--- src/rtl/bank_pkg.sv ---
// Shared definitions for the channel accumulator bank.
// Contents:
//   ADDR_WIDTH      channel address width (fixed at 4 bits)
//   DATA_WIDTH      channel / sample width
//   ACC_WIDTH       accumulator width (twice the channel width)
//   ACC_MAX/ACC_MIN signed accumulator clamp limits
//   sat_add         signed saturating add, returns the sum and a clamp flag
package bank_pkg;

  localparam int ADDR_WIDTH = 4;
  localparam int DATA_WIDTH = 16;
  localparam int ACC_WIDTH  = 2 * DATA_WIDTH;

  localparam logic [ACC_WIDTH-1:0] ACC_MAX = {1'b0, {(ACC_WIDTH-1){1'b1}}};
  localparam logic [ACC_WIDTH-1:0] ACC_MIN = {1'b1, {(ACC_WIDTH-1){1'b0}}};

  typedef struct packed {
    logic [ACC_WIDTH-1:0] sum;
    logic                 saturated;
  } sat_result_t;

  // The add is done one bit wider than the operands; overflow shows up as
  // disagreement between the two top bits, and the extra top bit then gives
  // the true sign of the result, which selects the clamp direction.
  function automatic sat_result_t sat_add(input logic [ACC_WIDTH-1:0] a,
                                          input logic [ACC_WIDTH-1:0] b);
    logic [ACC_WIDTH:0] wide;
    sat_result_t        result;
    wide = {a[ACC_WIDTH-1], a} + {b[ACC_WIDTH-1], b};
    result.saturated = wide[ACC_WIDTH] ^ wide[ACC_WIDTH-1];
    if (!result.saturated) begin
      result.sum = wide[ACC_WIDTH-1:0];
    end else if (wide[ACC_WIDTH]) begin
      result.sum = ACC_MIN;
    end else begin
      result.sum = ACC_MAX;
    end
    return result;
  endfunction

endpackage

--- src/rtl/channel_accumulator_bank_sat_accumulator.sv ---
// Saturating MAC accumulator with a per-frame sticky saturation flag.
// Ports:
//   clk, reset          clock, asynchronous active-low reset
//   enable              global enable; when low nothing changes
//   write_enable        accumulator write strobe
//   add_enable          1 = saturating add, 0 = load
//   write_val           accumulator operand
//   frame_clear         closes the frame: clears the sticky flag
//   acc                 accumulator register
//   sticky              set by any clamped add since the last frame_clear
module sat_accumulator
  import bank_pkg::*;
(
  input  logic                 clk,
  input  logic                 reset,
  input  logic                 enable,
  input  logic                 write_enable,
  input  logic                 add_enable,
  input  logic [ACC_WIDTH-1:0] write_val,
  input  logic                 frame_clear,
  output logic [ACC_WIDTH-1:0] acc,
  output logic                 sticky
);

  sat_result_t add_result;
  logic        add_applied;

  // The sum is always computed; it is only committed on an enabled add.
  assign add_result  = sat_add(acc, write_val);
  assign add_applied = enable && write_enable && add_enable;

  // Load/add mux plus the sticky flag. A clamp in the same cycle as the frame
  // clear belongs to the next frame, so the set wins over the clear.
  always_ff @(posedge clk or negedge reset) begin
    if (!reset) begin
      acc    <= '0;
      sticky <= 1'b0;
    end else begin
      if (enable && write_enable) begin
        acc <= add_enable ? add_result.sum : write_val;
      end
      if (add_applied && add_result.saturated) begin
        sticky <= 1'b1;
      end else if (frame_clear) begin
        sticky <= 1'b0;
      end
    end
  end

endmodule

--- src/rtl/channel_accumulator_bank.sv ---
// Channel register bank with MAC accumulator, downstream of commit.
// Ports:
//   clk, reset                 clock, asynchronous active-low reset
//   enable                     gates all writes and tick captures
//   sample_tick                frame marker, captures the output channel
//   channel_write_*            channel write port (addr, data, strobe)
//   accumulator_write_*        accumulator operand and strobe
//   accumulator_add_enable     1 = add, 0 = load
//   read_addr / read_val       registered, write-forwarded operand reads
//   accumulator_out            accumulator register
//   sample_out(_valid)         captured output sample and its 1-cycle pulse
//   sample_saturated           any clamped add during the frame just closed
module channel_accumulator_bank
  import bank_pkg::*;
#(
  parameter int data_width     = DATA_WIDTH,
  parameter int n_channels     = 16,
  parameter int n_read_ports   = 2,
  parameter int output_channel = 1
) (
  input  logic                    clk,
  input  logic                    reset,
  input  logic                    enable,
  input  logic                    sample_tick,
  input  logic [ADDR_WIDTH-1:0]   channel_write_addr,
  input  logic [data_width-1:0]   channel_write_val,
  input  logic                    channel_write_enable,
  input  logic [2*data_width-1:0] accumulator_write_val,
  input  logic                    accumulator_write_enable,
  input  logic                    accumulator_add_enable,
  input  logic [ADDR_WIDTH-1:0]   read_addr [n_read_ports],
  output logic [data_width-1:0]   read_val [n_read_ports],
  output logic [2*data_width-1:0] accumulator_out,
  output logic [data_width-1:0]   sample_out,
  output logic                    sample_out_valid,
  output logic                    sample_saturated
);

  logic [data_width-1:0] channel [n_channels];
  logic                  channel_write_hit;
  logic                  tick_hit;
  logic                  sticky;

  assign channel_write_hit = enable && channel_write_enable &&
                             (int'(channel_write_addr) < n_channels);
  assign tick_hit          = enable && sample_tick;

  sat_accumulator u_sat_accumulator (
    .clk          (clk),
    .reset        (reset),
    .enable       (enable),
    .write_enable (accumulator_write_enable),
    .add_enable   (accumulator_add_enable),
    .write_val    (accumulator_write_val),
    .frame_clear  (tick_hit),
    .acc          (accumulator_out),
    .sticky       (sticky)
  );

  // Channel array; out-of-range write addresses are simply dropped.
  always_ff @(posedge clk or negedge reset) begin
    if (!reset) begin
      for (int i = 0; i < n_channels; i++) begin
        channel[i] <= '0;
      end
    end else if (channel_write_hit) begin
      channel[channel_write_addr] <= channel_write_val;
    end
  end

  // Read ports run even when disabled. A same-cycle write to the addressed
  // channel is forwarded so the reader never sees the stale value.
  always_ff @(posedge clk or negedge reset) begin
    if (!reset) begin
      for (int p = 0; p < n_read_ports; p++) begin
        read_val[p] <= '0;
      end
    end else begin
      for (int p = 0; p < n_read_ports; p++) begin
        if (channel_write_hit && (read_addr[p] == channel_write_addr)) begin
          read_val[p] <= channel_write_val;
        end else if (int'(read_addr[p]) < n_channels) begin
          read_val[p] <= channel[read_addr[p]];
        end else begin
          read_val[p] <= '0;
        end
      end
    end
  end

  // Tick capture uses the pre-write channel value and the pre-clear sticky
  // flag, so each frame reports exactly what happened inside it.
  always_ff @(posedge clk or negedge reset) begin
    if (!reset) begin
      sample_out       <= '0;
      sample_out_valid <= 1'b0;
      sample_saturated <= 1'b0;
    end else begin
      sample_out_valid <= tick_hit;
      if (tick_hit) begin
        sample_out       <= channel[output_channel];
        sample_saturated <= sticky;
      end
    end
  end

endmodule

--- config.mk ---
export PLATFORM = sky130hd
export DESIGN_NAME = channel_accumulator_bank
export DESIGN_NICKNAME = d
export VERILOG_FILES = /design/src/rtl/bank_pkg.sv /design/src/rtl/channel_accumulator_bank_sat_accumulator.sv /design/src/rtl/channel_accumulator_bank.sv
export SDC_FILE = /design/constraint.sdc
export NUM_CORES = 1
export LEC_CHECK = 0
export CAP_MARGIN = 20
export CORE_ASPECT_RATIO = 0.9
export CORE_MARGIN = 2
export CORE_UTILIZATION = 50
export DETAILED_ROUTE_END_ITERATION = 10
export GPL_TIMING_DRIVEN = 1
export MAX_ROUTING_LAYER = met4
export PLACE_DENSITY = 0.7
export SLEW_MARGIN = 10
export SYNTH_ARGS = -nofsm -noshare
export SYNTH_HDL_FRONTEND = slang
export SYNTH_SLANG_ARGS = --single-unit
--- constraint.sdc ---
create_clock -name clk -period 3.6 [get_ports clk]
set_input_delay 0.72 -clock clk [delete_from_list [all_inputs] [get_ports clk]]
set_output_delay 0.72 -clock clk [all_outputs]
set_load 0.1 [all_outputs]
==> results of run 1 <==
-- area by class of cell --
| cell class | instances | share of cell area, % |
|---|---|---|
| inverter | 16 | 0.265 |
| tap | 483 | 2.66 |
| antenna | 3 | 0.0331 |
| clock buffer | 53 | 5.01 |
| multi-input combinational | 889 | 43.5 |
| sequential | 339 | 37.4 |
| clock inverter | 12 | 0.502 |
| timing repair buffer | 251 | 10.6 |
-- cell families (layout without fill, tap and decap cells) --
group	count (synthesis)	after routing	synth area share [%]
xor gates and xnor gates	36	36	1.71
muxes	466	466	37.4
other	0	3	0
and+or+nand+nor	172	172	4.78
adders and majority gates	33	33	2.23
buffers and inverters	116	332	2.62
DFF	339	339	45.1
AOI/OAI and AO/OA	182	182	6.21
-- cells in the mapped netlist (3+ instances only) --
cell         n  area share (%)
o2111ai_1    3            0.14
mux2_2     305              18
nand4_1     10            0.33
nor3_1       7            0.19
or2_2        3            0.10
xor2_1      10            0.47
o21ai_2      4            0.19
ha_1        32             2.1
mux4_2     159              19
inv_1       16            0.32
dfrtp_1    339              45
a21oi_1     66             1.8
o21ai_0     52             1.4
o21a_1       5            0.20
buf_2       23            0.61
nor3b_1      4            0.16
a211oi_1     8            0.32
a21o_1       9            0.36
or3_1       29            0.96
nor2_1      29            0.58
o21ai_1      3           0.080
o21bai_1     3            0.12
nand2_1     56             1.1
buf_4        3            0.12
xnor2_1     25             1.2
nand3_1     10            0.27
o211ai_1     7            0.28
nand2b_1     8            0.27
clkbuf_1    69             1.4
-- worst paths after layout --
check / from / endpoint / slack, ns / depth (start not counted)
max in group asynchronous: reset / channel[93] / 2.43 / 2
min: reset / channel[98] / 0.17 / 1
max reg2reg: u_sat_accumulator.acc[0] / u_sat_accumulator.acc[29] / 0.71 / 12
min in group clk: u_sat_accumulator.sticky / u_sat_accumulator.sticky / 0.49 / 2
max: accumulator_write_val[1] / u_sat_accumulator.acc[29] / 0.43 / 12
min reg2reg: u_sat_accumulator.sticky / u_sat_accumulator.sticky / 0.49 / 2
-- per-layer routing --
layer  wire, µm  vias to the layer above  track usage (%)
li1           -                     5559                -
met1      21900                     6673             36.9
met2      24300                      424             43.0
met3       3520                      103             5.43
met4       1560                        0             8.02
met5          0                        -                -
-- metrics by stage --
stage	instance area [µm²]	hold WS (ns)	worst slack [ns]	TNS, ns	instances
final	22700	0.174	0.426	0	2046
after CTS	22700	0.194	0.441	0	2043
after global routing	22700	0.242	0.190	0	2046
after detailed placement	21400	0.477	-0.111	-1.36	1978
after floorplan	18800	0.424	0.0793	0	1344
after global placement	21400	0.478	-0.0854	-0.301	1978
-- registers in the layout (all words and copies together) (netlist names) --
signal / cells
channel: 256
read_val: 32
sample_out: 16
sample_out_valid: 1
sample_saturated: 1
u_sat_accumulator.acc: 32
u_sat_accumulator.sticky: 1
-- critical path, cell delays in order --
cell and delay, ns:
clkdlybuf4s50_1 0.47, ha_1 0.33, a211oi_1 0.36, o21ai_2 0.15, o2111ai_1 0.28, a41oi_1 0.22
o32ai_1 0.35, buf_4 0.17, o311ai_0 0.10, a21oi_1 0.20, xor2_1 0.15, o22ai_1 0.08
-- where the power goes --
group	internal [mW]	switching (mW)	total, mW
Clock	2.28	1.58	3.86
Sequential	4.68	0.652	5.34
Combinational	2.94	4.58	7.52
==> qor.txt, run 1 <==
Status = finished clean
H-tree level count = 2
Unrepaired setup endpoints after global routing = false
Core area = 37,100 µm²
HPWL after detailed placement = 34.3 mm
Seq/Total Area, Yosys = 45.1%
Grt ovf = 0
Final Critical Period = 3.17 ns
Vias after detailed routing = 12,800
Worst-Skew Late Latency = 0.55 ns
VDD IR max = 0.435 mV
CTS Root Buffer Type = clkbuf_16
PwrDens = 736 nW/µm²
Hold Fails Final Rpt = 0
Commonest non-fill, non-tap cells in the layout = dfrtp_1, mux2_2, mux4_2
Fin. max-slew vios = 0
Most common cell after layout, fill and taps aside = dfrtp_1
Final period util = 88.2%
Relative slew slack = 30.6%
Final setup viols = 0
Gr usage total = 27.5%
Synth unique cells = 67
Port bufs = 148
WP data arrival = 3.58 ns
CTS tree = done
Worst clock skew = 0.0250 ns
Mapped Cells = 1,344
FP Rows = 67
Most used DFF post-synth = dfrtp_1
Top-level I/O count = 149
Largest net degree at the start of global routing = 84
Share of cells above drive strength 1 = 43.1%
Yosys reg bits = 339
Chip Height = 188 µm
Overall die area = 39,200 µm²
Measured slew at the worst slew-check pin = 1.04 ns
GPL Wtd Cong = 0.923
Clock slew at reported path FFs = 0.06 ns
Critical Path Sink Type = register
FILL cells = 2,826
Clock Sink Count = 339
Syn_nets = 1,444
Final core occ = 61.1%
Fmax = 315 MHz
Post_cts resized = 0
Startpoint Class = input port
Initial Util = 50.7%
Die width = 209 µm
Setup Buffers After CTS = 0
Residual DRC count = 0
Area added between synthesis and finish = 20.6%
Leak = 9.61 nW
Initial antenna violation count = 3
WL per Instance = 25.1 µm
Final net count = 1,634
Vias per inst = 6.24
Total Power = 16.7 mW
CP max FO = 4
EDFF count, synth = 0
Number of buffers created by CTS = 37
DRT antenna net count = 0
Setup CP Type = input port to register
Max cap viols = 0
Vias in the first global route = 13,200
Synth async-reset ratio = 100%
Synthesized area per cell = 14.0 µm²
Hold Path Class = input port to async pin
Critical Path RT = 4.01 ns
Final WL = 51.3 mm
First-pass GRT wire length = 79.7 mm
Cell Area, Synth = 18,800 µm²
1st-pass router iterations = 5
Register Area = 8480 µm²
Hold bufs inserted after CTS = 0
Yosys warns = 0
Max Root-Sink Buffers = 3
Multi-input logic area = 9880 µm²
Starting DRT DRC Count = 912
Power figures use the tool's default switching activity.
==> run 2, diff against run 1 <==
- CELL_PAD_IN_SITES_DETAIL_PLACEMENT: not set -> 2
- CELL_PAD_IN_SITES_GLOBAL_PLACEMENT: not set -> 2
- CORE_UTILIZATION: 50 -> 42
- PLACE_DENSITY: 0.7 -> not set
- PLACE_DENSITY_LB_ADDON: not set -> 0.1
==> qor.txt, run 2 (same netlist as run 1, synthesis figures left out) <==
Max Root-Sink Buffers = 3 (unchanged)
Startpoint Class = input port (unchanged)
CTS tree = done (unchanged)
VDD IR max = 0.389 mV (was 0.435 mV)
Residual DRC count = 0 (unchanged)
Setup Buffers After CTS = 0 (unchanged)
FP Rows = 73 (was 67)
Critical path's largest stage delay = 0.56 ns (was 0.47 ns)
Critical Path Sink Type = register (unchanged)
Share of cells above drive strength 1 = 44.2% (was 43.1%)
Vias after detailed routing = 13,300 (was 12,800)
PwrDens = 754 nW/µm² (was 736 nW/µm²)
Length of routed met2 wiring = 32.0 mm (was 24.3 mm)
Starting DRT DRC Count = 800 (was 912)
Top-level I/O count = 149 (unchanged)
Final setup viols = 0 (unchanged)
Clock slew at reported path FFs = 0.06 ns (about the same)
Port bufs = 148 (unchanged)
Unrepaired setup endpoints after global routing = false (unchanged)
Vias per inst = 5.99 (was 6.24)
Vias in the first global route = 15,300 (was 13,200)
Worst clock skew = 0.0109 ns (was 0.0250 ns)
Inst Count DP = 2,146 (was 1,978)
1st-pass router iterations = 5 (unchanged)
Area added between synthesis and finish = 23.8% (was 20.6%)
Multi-input logic area = 9880 µm² (unchanged)
Initial Util = 42.6% (was 50.7%)
HPWL after detailed placement = 43.3 mm (was 34.3 mm)
Hold Path Class = input port to async pin (unchanged)
WL per Instance = 29.3 µm (was 25.1 µm)
CP max FO = 3 (was 4)
Commonest non-fill, non-tap cells in the layout = dfrtp_1, mux2_2, mux4_2 (unchanged)
Routed length on met3 = 2.85 mm (was 3.52 mm)
Gr usage total = 30.1% (was 27.5%)
Final Critical Period = 3.38 ns (was 3.17 ns)
Max cap viols = 0 (unchanged)
Critical Path RT = 4.09 ns (was 4.01 ns)
WP data arrival = 3.87 ns (was 3.58 ns)
Max reg flops = 256 (unchanged)
Most common cell after layout, fill and taps aside = dfrtp_1 (unchanged)
Final core occ = 52.7% (was 61.1%)
CP max stage cell = clkdlybuf4s50_1 (unchanged)
First-pass GRT wire length = 99.8 mm (was 79.7 mm)
Die width = 227 µm (was 209 µm)
Status = finished clean (unchanged)
H-tree level count = 2 (unchanged)
Crit-path cells = clkdlybuf4s50_1, ha_1, inv_1, fa_1, nand2b_1, a21oi_2, buf_4, o2111ai_1, a32oi_1, nor3b_1, a211oi_1, xnor2_1, nand2_1, a21oi_1 (was clkdlybuf4s50_1, ha_1, a211oi_1, o21ai_2, o2111ai_1, a41oi_1, o32ai_1, buf_4, o311ai_0, a21oi_1, xor2_1, o22ai_1)
Final WL = 64.8 mm (was 51.3 mm)
Grt ovf = 0 (unchanged)
GPL Wtd Cong = 0.857 (was 0.923)
Final period util = 93.9% (was 88.2%)
DRT met1 WL = 28.0 mm (was 21.9 mm)
CTS Root Buffer Type = clkbuf_16 (unchanged)
FILL cells = 4,146 (was 2,826)
Clock Sink Count = 339 (unchanged)
Fmax = 296 MHz (was 315 MHz)
Final non-filler cell total = 2,215 (was 2,046)
Top flop regs = channel x256, read_val x32, u_sat_accumulator.acc x32 (unchanged)
Post_cts resized = 0 (unchanged)
DRT antenna net count = 0 (unchanged)
Register Area = 8480 µm² (unchanged)
Fin. max-slew vios = 0 (unchanged)
Leak = 9.86 nW (was 9.61 nW)
Overall die area = 46,500 µm² (was 39,200 µm²)
Largest net degree at the start of global routing = 81 (was 84)
Core area = 44,200 µm² (was 37,100 µm²)
Number of buffers created by CTS = 39 (was 37)
Top layer in use = met4 (unchanged)
Final net count = 1,687 (was 1,634)
CP bufs+invs = 3 (was 2)
Hold bufs inserted after CTS = 0 (unchanged)
Hold Fails Final Rpt = 0 (unchanged)
Chip Height = 205 µm (was 188 µm)
Relative slew slack = 29.7% (was 30.6%)
Crit path max-delay family = compound AO/OA/AOI/OAI gates (unchanged)
Setup CP Type = input port to register (unchanged)
Worst-Skew Late Latency = 0.57 ns (was 0.55 ns)
Measured slew at the worst slew-check pin = 1.05 ns (was 1.04 ns)
Largest Register = channel (unchanged)
Initial antenna violation count = 1 (was 3)
run 2: area by class of cell:
class | count | share of cell area, %
multi-input cells | 889 | 42.4
repair buffers | 302 | 12.2
flip-flops and latches | 339 | 36.4
clock buffers | 61 | 4.94
diodes | 1 | 0.0107
clock inverters | 7 | 0.548
well taps | 600 | 3.22
inverters | 16 | 0.258
run 2: power by group:
part	total, mW	internal, mW	switching, mW
Clock	4.08	2.42	1.66
Combinational	8.10	3.20	4.90
Sequential	5.40	4.68	0.720
run 2: through the flow:
stage	area, µm²	setup slack, ns	power [mW]	TNS [ns]	hold slack (ns)
2_1_floorplan	18800	0.0793	10.7	0	0.424
3_3_place_gp	22000	-0.254	13.2	-6.38	0.490
3_5_place_dp	22000	-0.308	13.5	-7.73	0.495
4_1_cts	23300	0.233	17.7	0	0.184
5_1_grt	23300	0.0324	18.4	0	0.210
6_report	23300	0.221	17.6	0	0.126
run 2: metal layers:
metal,track usage [%],vias up
li1,-,5641
met1,39.6,7180
met2,48.2,334
met3,4.17,123
met4,9.90,0
met5,-,-
run 2: path summary, 6_finish.rpt:
check,from,end,slack (ns),cells past startpoint
max,accumulator_write_val[0],u_sat_accumulator.acc[30],0.22,14
min,reset,u_sat_accumulator.acc[16],0.13,1
max reg2reg,u_sat_accumulator.acc[21],u_sat_accumulator.acc[5],0.46,11
min reg2reg,sample_out[9],sample_out[9],0.51,1
max in group asynchronous,reset,channel[158],2.48,2
min in group clk,sample_out[9],sample_out[9],0.51,1
